**config.mk**
```make
export PLATFORM = sky130hd
export DESIGN_NAME = instr_queue_flat
export DESIGN_NICKNAME = d
export VERILOG_FILES = /design/src/rtl/data_types.sv /design/src/rtl/instr_queue_pkg.sv /design/src/rtl/instr_queue_if.sv /design/src/rtl/iq_ptr_ctrl.sv /design/src/rtl/instr_queue.sv /design/src/flat_wrapper.sv
export SDC_FILE = /design/constraint.sdc
export NUM_CORES = 1
export LEC_CHECK = 0
export BUFFER_PORTS_ARGS = -buffer_cell sky130_fd_sc_hd__buf_2
export CAP_MARGIN = 20
export CORE_ASPECT_RATIO = 0.7
export CORE_MARGIN = 2
export CORE_UTILIZATION = 35
export DETAILED_ROUTE_END_ITERATION = 10
export SLEW_MARGIN = 40
export SYNTH_ARGS = -nofsm -noshare
export SYNTH_HDL_FRONTEND = slang
export SYNTH_HIERARCHICAL = 1
export SYNTH_SLANG_ARGS = --single-unit
export TNS_END_PERCENT = 5
```
**constraint.sdc**
```tcl
create_clock -name clk_i -period 5 [get_ports clk_i]
set_input_delay 1 -clock clk_i [delete_from_list [all_inputs] [get_ports clk_i]]
set_output_delay 1 -clock clk_i [all_outputs]
set_load 0.1 [all_outputs]
```
**src/rtl/data_types.sv**
```systemverilog
// rtl/data_types.sv - shared datapath word and instruction-queue entry types
package data_types;

    typedef logic [31:0] word32_t;

    typedef struct packed {
        word32_t instr;
        logic    spec;
    } iq_entry_t;

endpackage

```
**src/rtl/instr_queue_pkg.sv**
```systemverilog
// rtl/instr_queue_pkg.sv - instruction queue constants and small helpers
package instr_queue_pkg;

    localparam int IQ_DEPTH_DEFAULT = 8;

    // Decode of the branch-resolution inputs into the two outcomes the queue cares about.
    function automatic logic is_mispredict(input logic cond_eval, input logic corr_pred);
        return cond_eval & ~corr_pred;
    endfunction

    function automatic logic is_correct(input logic cond_eval, input logic corr_pred);
        return cond_eval & corr_pred;
    endfunction

endpackage

```
**src/rtl/instr_queue_if.sv**
```systemverilog
// rtl/instr_queue_if.sv - fetch/resolve/dispatch signal bundle for the instruction queue
interface instr_queue_if;

    logic                 iq_write_i;
    data_types::word32_t  fetched_instr_i;
    logic                 issuing_branch_i;
    logic                 iq_full_o;
    logic                 cond_eval_i;
    logic                 corr_pred_i;
    logic                 dispatch_ready_i;
    logic                 instr_valid_o;
    data_types::word32_t  instr_o;
    logic                 instr_spec_o;

    modport master (
        output iq_write_i, fetched_instr_i, issuing_branch_i,
        output cond_eval_i, corr_pred_i, dispatch_ready_i,
        input  iq_full_o, instr_valid_o, instr_o, instr_spec_o
    );

    modport slave (
        input  iq_write_i, fetched_instr_i, issuing_branch_i,
        input  cond_eval_i, corr_pred_i, dispatch_ready_i,
        output iq_full_o, instr_valid_o, instr_o, instr_spec_o
    );

endinterface

```
**src/rtl/iq_ptr_ctrl.sv**
```systemverilog
// rtl/iq_ptr_ctrl.sv - read/write pointers and occupancy for the instruction queue
module iq_ptr_ctrl #(
    parameter  int DEPTH = 8,
    localparam int PTR_W = $clog2(DEPTH)
) (
    input  logic             clk_i,
    input  logic             reset_i,
    input  logic             push,
    input  logic             pop,
    input  logic             flush,
    input  logic [PTR_W:0]   flush_amt,
    output logic [PTR_W-1:0] rd_ptr,
    output logic [PTR_W-1:0] wr_ptr,
    output logic [PTR_W:0]   count,
    output logic             full
);

    localparam logic [PTR_W:0] DEPTH_C = (PTR_W+1)'(DEPTH);

    always_ff @(posedge clk_i or negedge reset_i) begin
        if (!reset_i) begin
            rd_ptr <= '0;
            wr_ptr <= '0;
            count  <= '0;
        end else if (flush) begin
            // Flush rewinds the tail over the squashed entries; the head is untouched.
            wr_ptr <= wr_ptr - flush_amt[PTR_W-1:0];
            count  <= count - flush_amt;
        end else begin
            if (push) wr_ptr <= wr_ptr + PTR_W'(1);
            if (pop)  rd_ptr <= rd_ptr + PTR_W'(1);
            count <= count + (PTR_W+1)'(push) - (PTR_W+1)'(pop);
        end
    end

    assign full = (count == DEPTH_C);

endmodule

```
**src/rtl/instr_queue.sv**
```systemverilog
// rtl/instr_queue.sv - fetch-to-dispatch instruction FIFO with speculative-entry squash/commit
module instr_queue
    import data_types::*;
    import instr_queue_pkg::*;
#(
    parameter int DEPTH = IQ_DEPTH_DEFAULT
) (
    input  logic          clk_i,
    input  logic          reset_i,
    instr_queue_if.slave  iq
);

    localparam int PTR_W = $clog2(DEPTH);

    word32_t            instr_mem [DEPTH];
    logic [DEPTH-1:0]   spec_q;
    logic               spec_active;
    logic [PTR_W:0]     spec_cnt;

    logic [PTR_W-1:0]   rd_ptr;
    logic [PTR_W-1:0]   wr_ptr;
    logic [PTR_W:0]     count;
    logic               full;
    logic               valid;

    logic               mispredict;
    logic               correct;
    logic               push;
    logic               pop;
    logic               push_spec;
    logic               pop_spec;
    iq_entry_t          head;

    assign mispredict = is_mispredict(iq.cond_eval_i, iq.corr_pred_i);
    assign correct    = is_correct(iq.cond_eval_i, iq.corr_pred_i);
    assign valid      = (count != '0);
    assign push       = iq.iq_write_i & ~full & ~mispredict;
    assign pop        = valid & iq.dispatch_ready_i & ~mispredict;

    // A correct resolve commits everything, including what is written in the same cycle.
    assign push_spec  = push & spec_active & ~correct;
    assign pop_spec   = pop & spec_q[rd_ptr];

    iq_ptr_ctrl #(.DEPTH(DEPTH)) u_ptr_ctrl (
        .clk_i     (clk_i),
        .reset_i   (reset_i),
        .push      (push),
        .pop       (pop),
        .flush     (mispredict),
        .flush_amt (spec_cnt),
        .rd_ptr    (rd_ptr),
        .wr_ptr    (wr_ptr),
        .count     (count),
        .full      (full)
    );

    always_ff @(posedge clk_i) begin
        if (push) instr_mem[wr_ptr] <= iq.fetched_instr_i;
    end

    always_ff @(posedge clk_i or negedge reset_i) begin
        if (!reset_i) begin
            spec_q      <= '0;
            spec_cnt    <= '0;
            spec_active <= 1'b0;
        end else if (mispredict) begin
            spec_q      <= '0;
            spec_cnt    <= '0;
            spec_active <= 1'b0;
        end else if (correct) begin
            spec_q      <= '0;
            spec_cnt    <= '0;
            spec_active <= push & iq.issuing_branch_i;
        end else begin
            if (push) begin
                spec_q[wr_ptr] <= spec_active;
                if (iq.issuing_branch_i) spec_active <= 1'b1;
            end
            spec_cnt <= spec_cnt + (PTR_W+1)'(push_spec) - (PTR_W+1)'(pop_spec);
        end
    end

    assign head = '{instr: instr_mem[rd_ptr], spec: spec_q[rd_ptr]};

    assign iq.iq_full_o     = full;
    assign iq.instr_valid_o = valid;
    assign iq.instr_o       = head.instr;
    assign iq.instr_spec_o  = valid & head.spec;

    // Queued entries must read non-speculative from the head, then speculative up to the tail.
    logic contig_ok;
    always_comb begin
        contig_ok = 1'b1;
        for (int i = 0; i < DEPTH; i++) begin
            if ((PTR_W+1)'(i) < count) begin
                if (spec_q[rd_ptr + PTR_W'(i)] != ((PTR_W+1)'(i) >= (count - spec_cnt)))
                    contig_ok = 1'b0;
            end
        end
    end

    a_count_bound: assert property (@(posedge clk_i) disable iff (!reset_i)
        count <= (PTR_W+1)'(DEPTH));
    a_spec_bound: assert property (@(posedge clk_i) disable iff (!reset_i)
        spec_cnt <= count);
    a_spec_contig: assert property (@(posedge clk_i) disable iff (!reset_i)
        contig_ok);
    a_resolve_legal: assert property (@(posedge clk_i) disable iff (!reset_i)
        iq.cond_eval_i |-> spec_active);

endmodule

```
**src/flat_wrapper.sv**
```systemverilog
// flat-port wrapper written by rule: the top's interface ports become plain ports
module instr_queue_flat import data_types::*; import instr_queue_pkg::*;
#(
    parameter int DEPTH = IQ_DEPTH_DEFAULT
)
  (clk_i, reset_i, iq_iq_write_i, iq_fetched_instr_i, iq_issuing_branch_i, iq_cond_eval_i, iq_corr_pred_i, iq_dispatch_ready_i, iq_iq_full_o, iq_instr_valid_o, iq_instr_o, iq_instr_spec_o);
  instr_queue_if iq_i ();
  input  logic clk_i;
  input  logic reset_i;
  input wire logic [$bits(iq_i.iq_write_i)-1:0] iq_iq_write_i;
  input wire logic [$bits(iq_i.fetched_instr_i)-1:0] iq_fetched_instr_i;
  input wire logic [$bits(iq_i.issuing_branch_i)-1:0] iq_issuing_branch_i;
  input wire logic [$bits(iq_i.cond_eval_i)-1:0] iq_cond_eval_i;
  input wire logic [$bits(iq_i.corr_pred_i)-1:0] iq_corr_pred_i;
  input wire logic [$bits(iq_i.dispatch_ready_i)-1:0] iq_dispatch_ready_i;
  output wire logic [$bits(iq_i.iq_full_o)-1:0] iq_iq_full_o;
  output wire logic [$bits(iq_i.instr_valid_o)-1:0] iq_instr_valid_o;
  output wire logic [$bits(iq_i.instr_o)-1:0] iq_instr_o;
  output wire logic [$bits(iq_i.instr_spec_o)-1:0] iq_instr_spec_o;
  assign iq_i.iq_write_i = iq_iq_write_i;
  assign iq_i.fetched_instr_i = iq_fetched_instr_i;
  assign iq_i.issuing_branch_i = iq_issuing_branch_i;
  assign iq_i.cond_eval_i = iq_cond_eval_i;
  assign iq_i.corr_pred_i = iq_corr_pred_i;
  assign iq_i.dispatch_ready_i = iq_dispatch_ready_i;
  assign iq_iq_full_o = iq_i.iq_full_o;
  assign iq_instr_valid_o = iq_i.instr_valid_o;
  assign iq_instr_o = iq_i.instr_o;
  assign iq_instr_spec_o = iq_i.instr_spec_o;
  instr_queue #(.DEPTH(DEPTH)) u_core (.clk_i(clk_i), .reset_i(reset_i), .iq(iq_i));
endmodule
```
Word-level counts from Yosys, hierarchy flattened
Memory sizes are Yosys's and may differ from the RTL's.
Index checks and enable logic that the tools add are counted.
{"block": "totals", "n_memories": 1, "out_inout_bits": 35, "mem_bits_rw": 256, "ff_bits": 23, "inputBits": 39, "wordCells": 60}
{"block": "op_classes", "eq_ne": 1, "n_reduce_logical": 7, "bitwise_logic": 15, "addsub": 8, "magnitude_cmp": 3, "n_mux": 19}
{"memory": "u_core.instr_mem", "depth": 8, "width": 32, "rd": 1, "rd_ports_with_merged_regs": 0, "wr": 1, "line": "instr_queue.sv:15", "source": "word32_t instr_mem [DEPTH];"}
{"op": "$mux 8", "n": 3}
{"op": "$mux 4", "n": 3}
{"op": "$and 1x1->1", "n": 11}
{"op": "$add 4x1->4", "n": 2}
{"op": "$bwmux 8", "n": 1}
{"op": "$lt 3x4->1 const B", "n": 2}
{"op": "$mux 1", "n": 8}
{"op": "$sub 4x1->4", "n": 2}
{"op": "$add 3x1->3 const B", "n": 2}
{"op": "$mux 3", "n": 2}
{"op": "$reduce_bool 3->1", "n": 2}
{"op": "$eq 4x4->1 const B", "n": 1}
{"op": "$not 1->1", "n": 4}
{"op": "$reduce_and 2->1", "n": 2}
{"op": "$reduce_bool 4->1", "n": 1}
{"op": "$sub 4x4->4", "n": 1}
{"op": "$bmux 1 s3", "n": 1}
{"op": "$demux 1 s3", "n": 1}
{"op": "$ge 3x1->1 const B", "n": 1}
{"op": "$sub 3x3->3", "n": 1}
{"op": "$reduce_bool 2->1", "n": 1}
{"op": "$logic_and 1x1->1", "n": 1}

Depth between registers and ports, before layout
{"block": "logic_depth", "ltp_word": 10, "mapped_depth": 15, "ltp_nobuf": 14}

By module
The synthesis kept the hierarchy.
{"mod": "instr_queue", "cells_each": 469, "instances": 1, "area_per_inst_um2": 10560.1, "seq_area_each_um2": 8012.7}
{"mod": "iq_ptr_ctrl", "cells_each": 72, "instances": 1, "area_per_inst_um2": 742.0, "seq_area_each_um2": 250.2}

Worst setup path before layout
No wires, ideal clock.
{"block": "synth_timing", "path_type": "register to output", "from": "register u_core.u_ptr_ctrl.count[1]", "to": "output iq_instr_spec_o", "setup_slack_ps": -380, "arrival_time_ps": 4380, "required_time_ps": 4000, "path_stages_with_launch": 3, "path_buffers": 0, "path_cell_list": "dfrtp_1 > or4_1 > nor4b_1"}
{"block": "synth_via", "elab_chain_cells": 2}
{"element": "start, declared", "line": "iq_ptr_ctrl.sv:14", "source": "output logic [PTR_W:0] count,"}
{"element": "start signal, assigned", "line": "iq_ptr_ctrl.sv:28", "source": "count <= count - flush_amt;"}
{"element": "start signal, assigned", "line": "iq_ptr_ctrl.sv:32", "source": "count <= count + (PTR_W+1)'(push) - (PTR_W+1)'(pop);"}
{"element": "$reduce_bool 4->1", "line": "instr_queue.sv:36", "source": "assign valid = (count != '0);"}
{"element": "net iq_instr_valid_o", "line": "flat_wrapper.sv:17", "source": "output wire logic [$bits(iq_i.instr_valid_o)-1:0] iq_instr_valid_o;"}
{"element": "$and 1x1->1", "line": "instr_queue.sv:88", "source": "assign iq.instr_spec_o = valid & head.spec;"}
{"element": "end, declared", "line": "flat_wrapper.sv:19", "source": "output wire logic [$bits(iq_i.instr_spec_o)-1:0] iq_instr_spec_o;"}
The timed path passes the listed nets, and every way through them passes these cells.

Worst setup path after layout
{"block": "layout_timing", "from": "register u_core.u_ptr_ctrl.rd_ptr[0]", "to": "output iq_instr_o[27]"}
{"block": "layout_via", "elab_chain_cells": 1}
{"element": "start, declared", "line": "iq_ptr_ctrl.sv:12", "source": "output logic [PTR_W-1:0] rd_ptr,"}
{"element": "start signal, assigned", "line": "iq_ptr_ctrl.sv:31", "source": "if (pop) rd_ptr <= rd_ptr + PTR_W'(1);"}
{"element": "$mem_v2 8x32"}
{"element": "end, declared", "line": "flat_wrapper.sv:18", "source": "output wire logic [$bits(iq_i.instr_o)-1:0] iq_instr_o;"}
Every way passes these cells.

==> summary.md <==
| Metric | Value |
|---|---|
| P&R area growth vs syn | 16.6% |
| First-pass GRT wire length | 35000 microns |
| Synth Warn # | 6 |
| Hold Crit Class | in2async |
| CP Depth | 4 |
| CP Buf/Inv Count | 2 |
| Final WL | roughly 23000 microns |
| Async S/R FF share, synth | 0.0824 |
| Wire length per cell | 21.1 microns |
| Met1 GRT Util | 0.191 |
| Clk root buf | clkbuf_16 |
| Max stage delay cell, worst path | dfrtp_4 |
| Die area | 33800 sq um |
| Maximum fanout along the worst path | 36 |
| Final HPWL DP | 13600 microns |
| Design area | 13200 sq um |
| Share of cells above drive strength 1 | 0.367 |
| Setup_tns | 0 ns |
| Max-slew headroom | 0.479 |
| CTS Buffer Depth | 3 |
| Vias in the first global route | 5751 |
| Final min period | 4.01 ns |
| Most common cell after layout, fill and taps aside | edfxtp_1 |
| Peak Freq | roughly 250 MHz |
| Hold Buf Count CTS | 0 |
| Mapped Area | 11300 sq um |
| Max capacitance violation total | 0 |
| Final cell count without fillers | 1081 |
| Fin crit share | 0.801 |
| Worst path required time | approximately 4 ns |
| CP cell instances | buf_12 -> mux4_2 -> mux2_2 -> buf_2 |
| Pre-Repair DR Iteration Count | 5 |
| Avg Cell Area, Syn | ~21 sq um |
| Global-route met3 utilization | 0.0264 |
| Footprint of the multi-input gates | 2830 sq um |
| Syn nets | 598 |
| Final Max Slew Viols | 0 |
| Initial antenna violation count | 3 |
| Worst-Skew Late Latency | between 0.5 and 0.6 ns |
| Row count | between 50 and 60 |
| CP max stage delay | about 0.89 ns |
| Hold Fails Final Rpt | 0 |
| WHS | 0.422 ns |
| Placed Instances | ~1000 |
| Setup violators final | 0 |
| Clock transition at path regs | around 0.070 ns |
| Fin nets | a little under 700 |
| Mapped Cells | 541 |
| Run status | complete, no violations |
| CP endpoint kind | output pin |
| Routed vias | 5416 |
| Remaining Overflow, GRT | 0 |
| Pin count of the biggest net entering global routing | 37 |
| Actual slew at the worst max-slew pin | 0.781 ns |
| Fill cells | 2866 |
| Met2 Use GR | 0.224 |
| Busiest grt layer | met2 |
| Vias per cell | approximately 5.0 |
| Register area | about 8300 sq um |
| GPL Wtd Cong | 0.758 |
| Dominant synthesized flop cell | edfxtp_1 |
| Area post-placement | 12400 sq um |
| Crit Path Class | reg2out |
| Setup bufs post-CTS | 0 |
| Core area | 32100 sq um |
| Distinct cell type count after synthesis | 46 |
| WP data arrival | 3.01 ns |
| R2R cell count | 9 |
| CP delay by family, top | flip-flops |
| Post-synthesis register bit count | 279 |
| Initial Util | 0.352 |
| Antenna viol nets, final | 0 |
| IO Pins | 74 |
| Initial drt markers | 359 |
| Commonest cells after routing, fill and taps aside | 256 x edfxtp_1, 73 x buf_2, 64 x mux4_2 |
| Post-synth EDFFs | 256 |
| H-tree levels | 1 |
| CP Launch Type | flop |
| CTS Sinks | 279 |
| DRC Markers | 0 |
| Die W | 219 microns |
| Die Y-Extent | 154 microns |
| Clock Skew | 0.0312 ns |
| CTS buffer count | 28 |
| GR Util All Layers | 0.138 |
| Post-synthesis sequential area ratio | 0.731 |
| Post-CTS sizing | 0 |
| Buffers on Ports | 73 |
| RSZ-0062 raised after global routing | no |
| TritonCTS clock tree | built |
-- Yosys cell counts, types with 2 or more instances --
cell type / n / area (sq um)
xor2_1: 5 / 43.8
edfxtp_1: 256 / 7690
mux2_4: 11 / 165
o31ai_1: 3 / 22.5
and3_1: 4 / 25.0
fa_1: 4 / 80.1
nand2_1: 6 / 22.5
nand3b_1: 2 / 15.0
mux2_2: 26 / 293
a311o_1: 3 / 30.0
dfrtp_1: 23 / 576
nand4b_1: 2 / 17.5
mux4_2: 64 / 1440
a21oi_1: 6 / 30.0
xnor2_1: 3 / 26.3
clkbuf_1: 12 / 45.0
o21ai_0: 2 / 10.0
nor2_1: 10 / 37.5
nand2b_1: 12 / 75.1
nand3_1: 3 / 15.0
nor4b_1: 2 / 17.5
buf_4: 2 / 15.0
inv_1: 26 / 97.6
buf_2: 8 / 40.0
ha_1: 14 / 175
nor2b_1: 7 / 43.8
buf_12: 2 / 40.0
mux2i_1: 5 / 50.1
-- sequential cells by signal, summed over array words and instances, names as in the netlist --
register / flops
u_core/instr_mem: 256
u_core/spec_q: 8
u_core/spec_cnt: 4
u_core/u_ptr_ctrl/count: 4
u_core/u_ptr_ctrl/rd_ptr: 3
u_core/u_ptr_ctrl/wr_ptr: 3
u_core/spec_active: 1
-- layer usage --
metal	vias up	share of wire
met4	0	0.024
li1	2385	-
met5	-	0
met2	167	0.47
met3	40	0.051
met1	2824	0.45
-- logic make-up (layout without fill, tap and decap cells) --
kind of cell | count (synthesis) | count (layout) | synth area share
flip-flops | 279 | 279 | 0.731
multiplexers | 107 | 107 | 0.173
AND/OR/NAND/NOR | 56 | 56 | 0.0304
buffers and inverters | 51 | 162 | 0.0220
AO/OA/AOI/OAI | 22 | 22 | 0.0142
adder cells (fa/ha/maj) | 18 | 18 | 0.0226
XOR/XNOR | 8 | 8 | 0.00620
other | 0 | 2 | 0
-- layout make-up --
type,count,area share
diodes,2,0.000380
clock buffers,31,0.0540
clock inverters,19,0.00826
inverters,26,0.00797
multi-input cells,211,0.215
flip-flops and latches,279,0.628
well taps,427,0.0405
repair buffers,86,0.0467
-- path summary, 6_finish.rpt --
check / to / start / slack (ns)
setup reg to reg: u_core/spec_cnt[3]$_DFF_PN0_ / u_core/u_ptr_ctrl/rd_ptr[0]$_DFFE_PN0P_ / 1.94
min in group clk_i: u_core/spec_q[3]$_DFFE_PN0P_ / u_core/spec_q[3]$_DFFE_PN0P_ / 0.55
hold / removal: u_core/spec_cnt[3]$_DFF_PN0_ / reset_i / 0.42
hold reg to reg: u_core/spec_q[3]$_DFFE_PN0P_ / u_core/spec_q[3]$_DFFE_PN0P_ / 0.55
max in group asynchronous: u_core/u_ptr_ctrl/rd_ptr[1]$_DFFE_PN0P_ / reset_i / 4.15
setup / recovery: iq_instr_o[27] / u_core/u_ptr_ctrl/rd_ptr[0]$_DFFE_PN0P_ / 0.99
-- metrics by stage --
stage / util / worst slack [ns]
2_1_floorplan: - / 0.681
3_3_place_gp: 0.378 / 1.48
3_5_place_dp: 0.385 / 1.51
4_1_cts: 0.411 / 0.909
5_1_grt: 0.411 / 0.812
6_report: 0.411 / 0.994
Power is left out: the tool's default activity adds up to more than one toggle a clock period on the data nets, which glitch-free logic cannot reach.
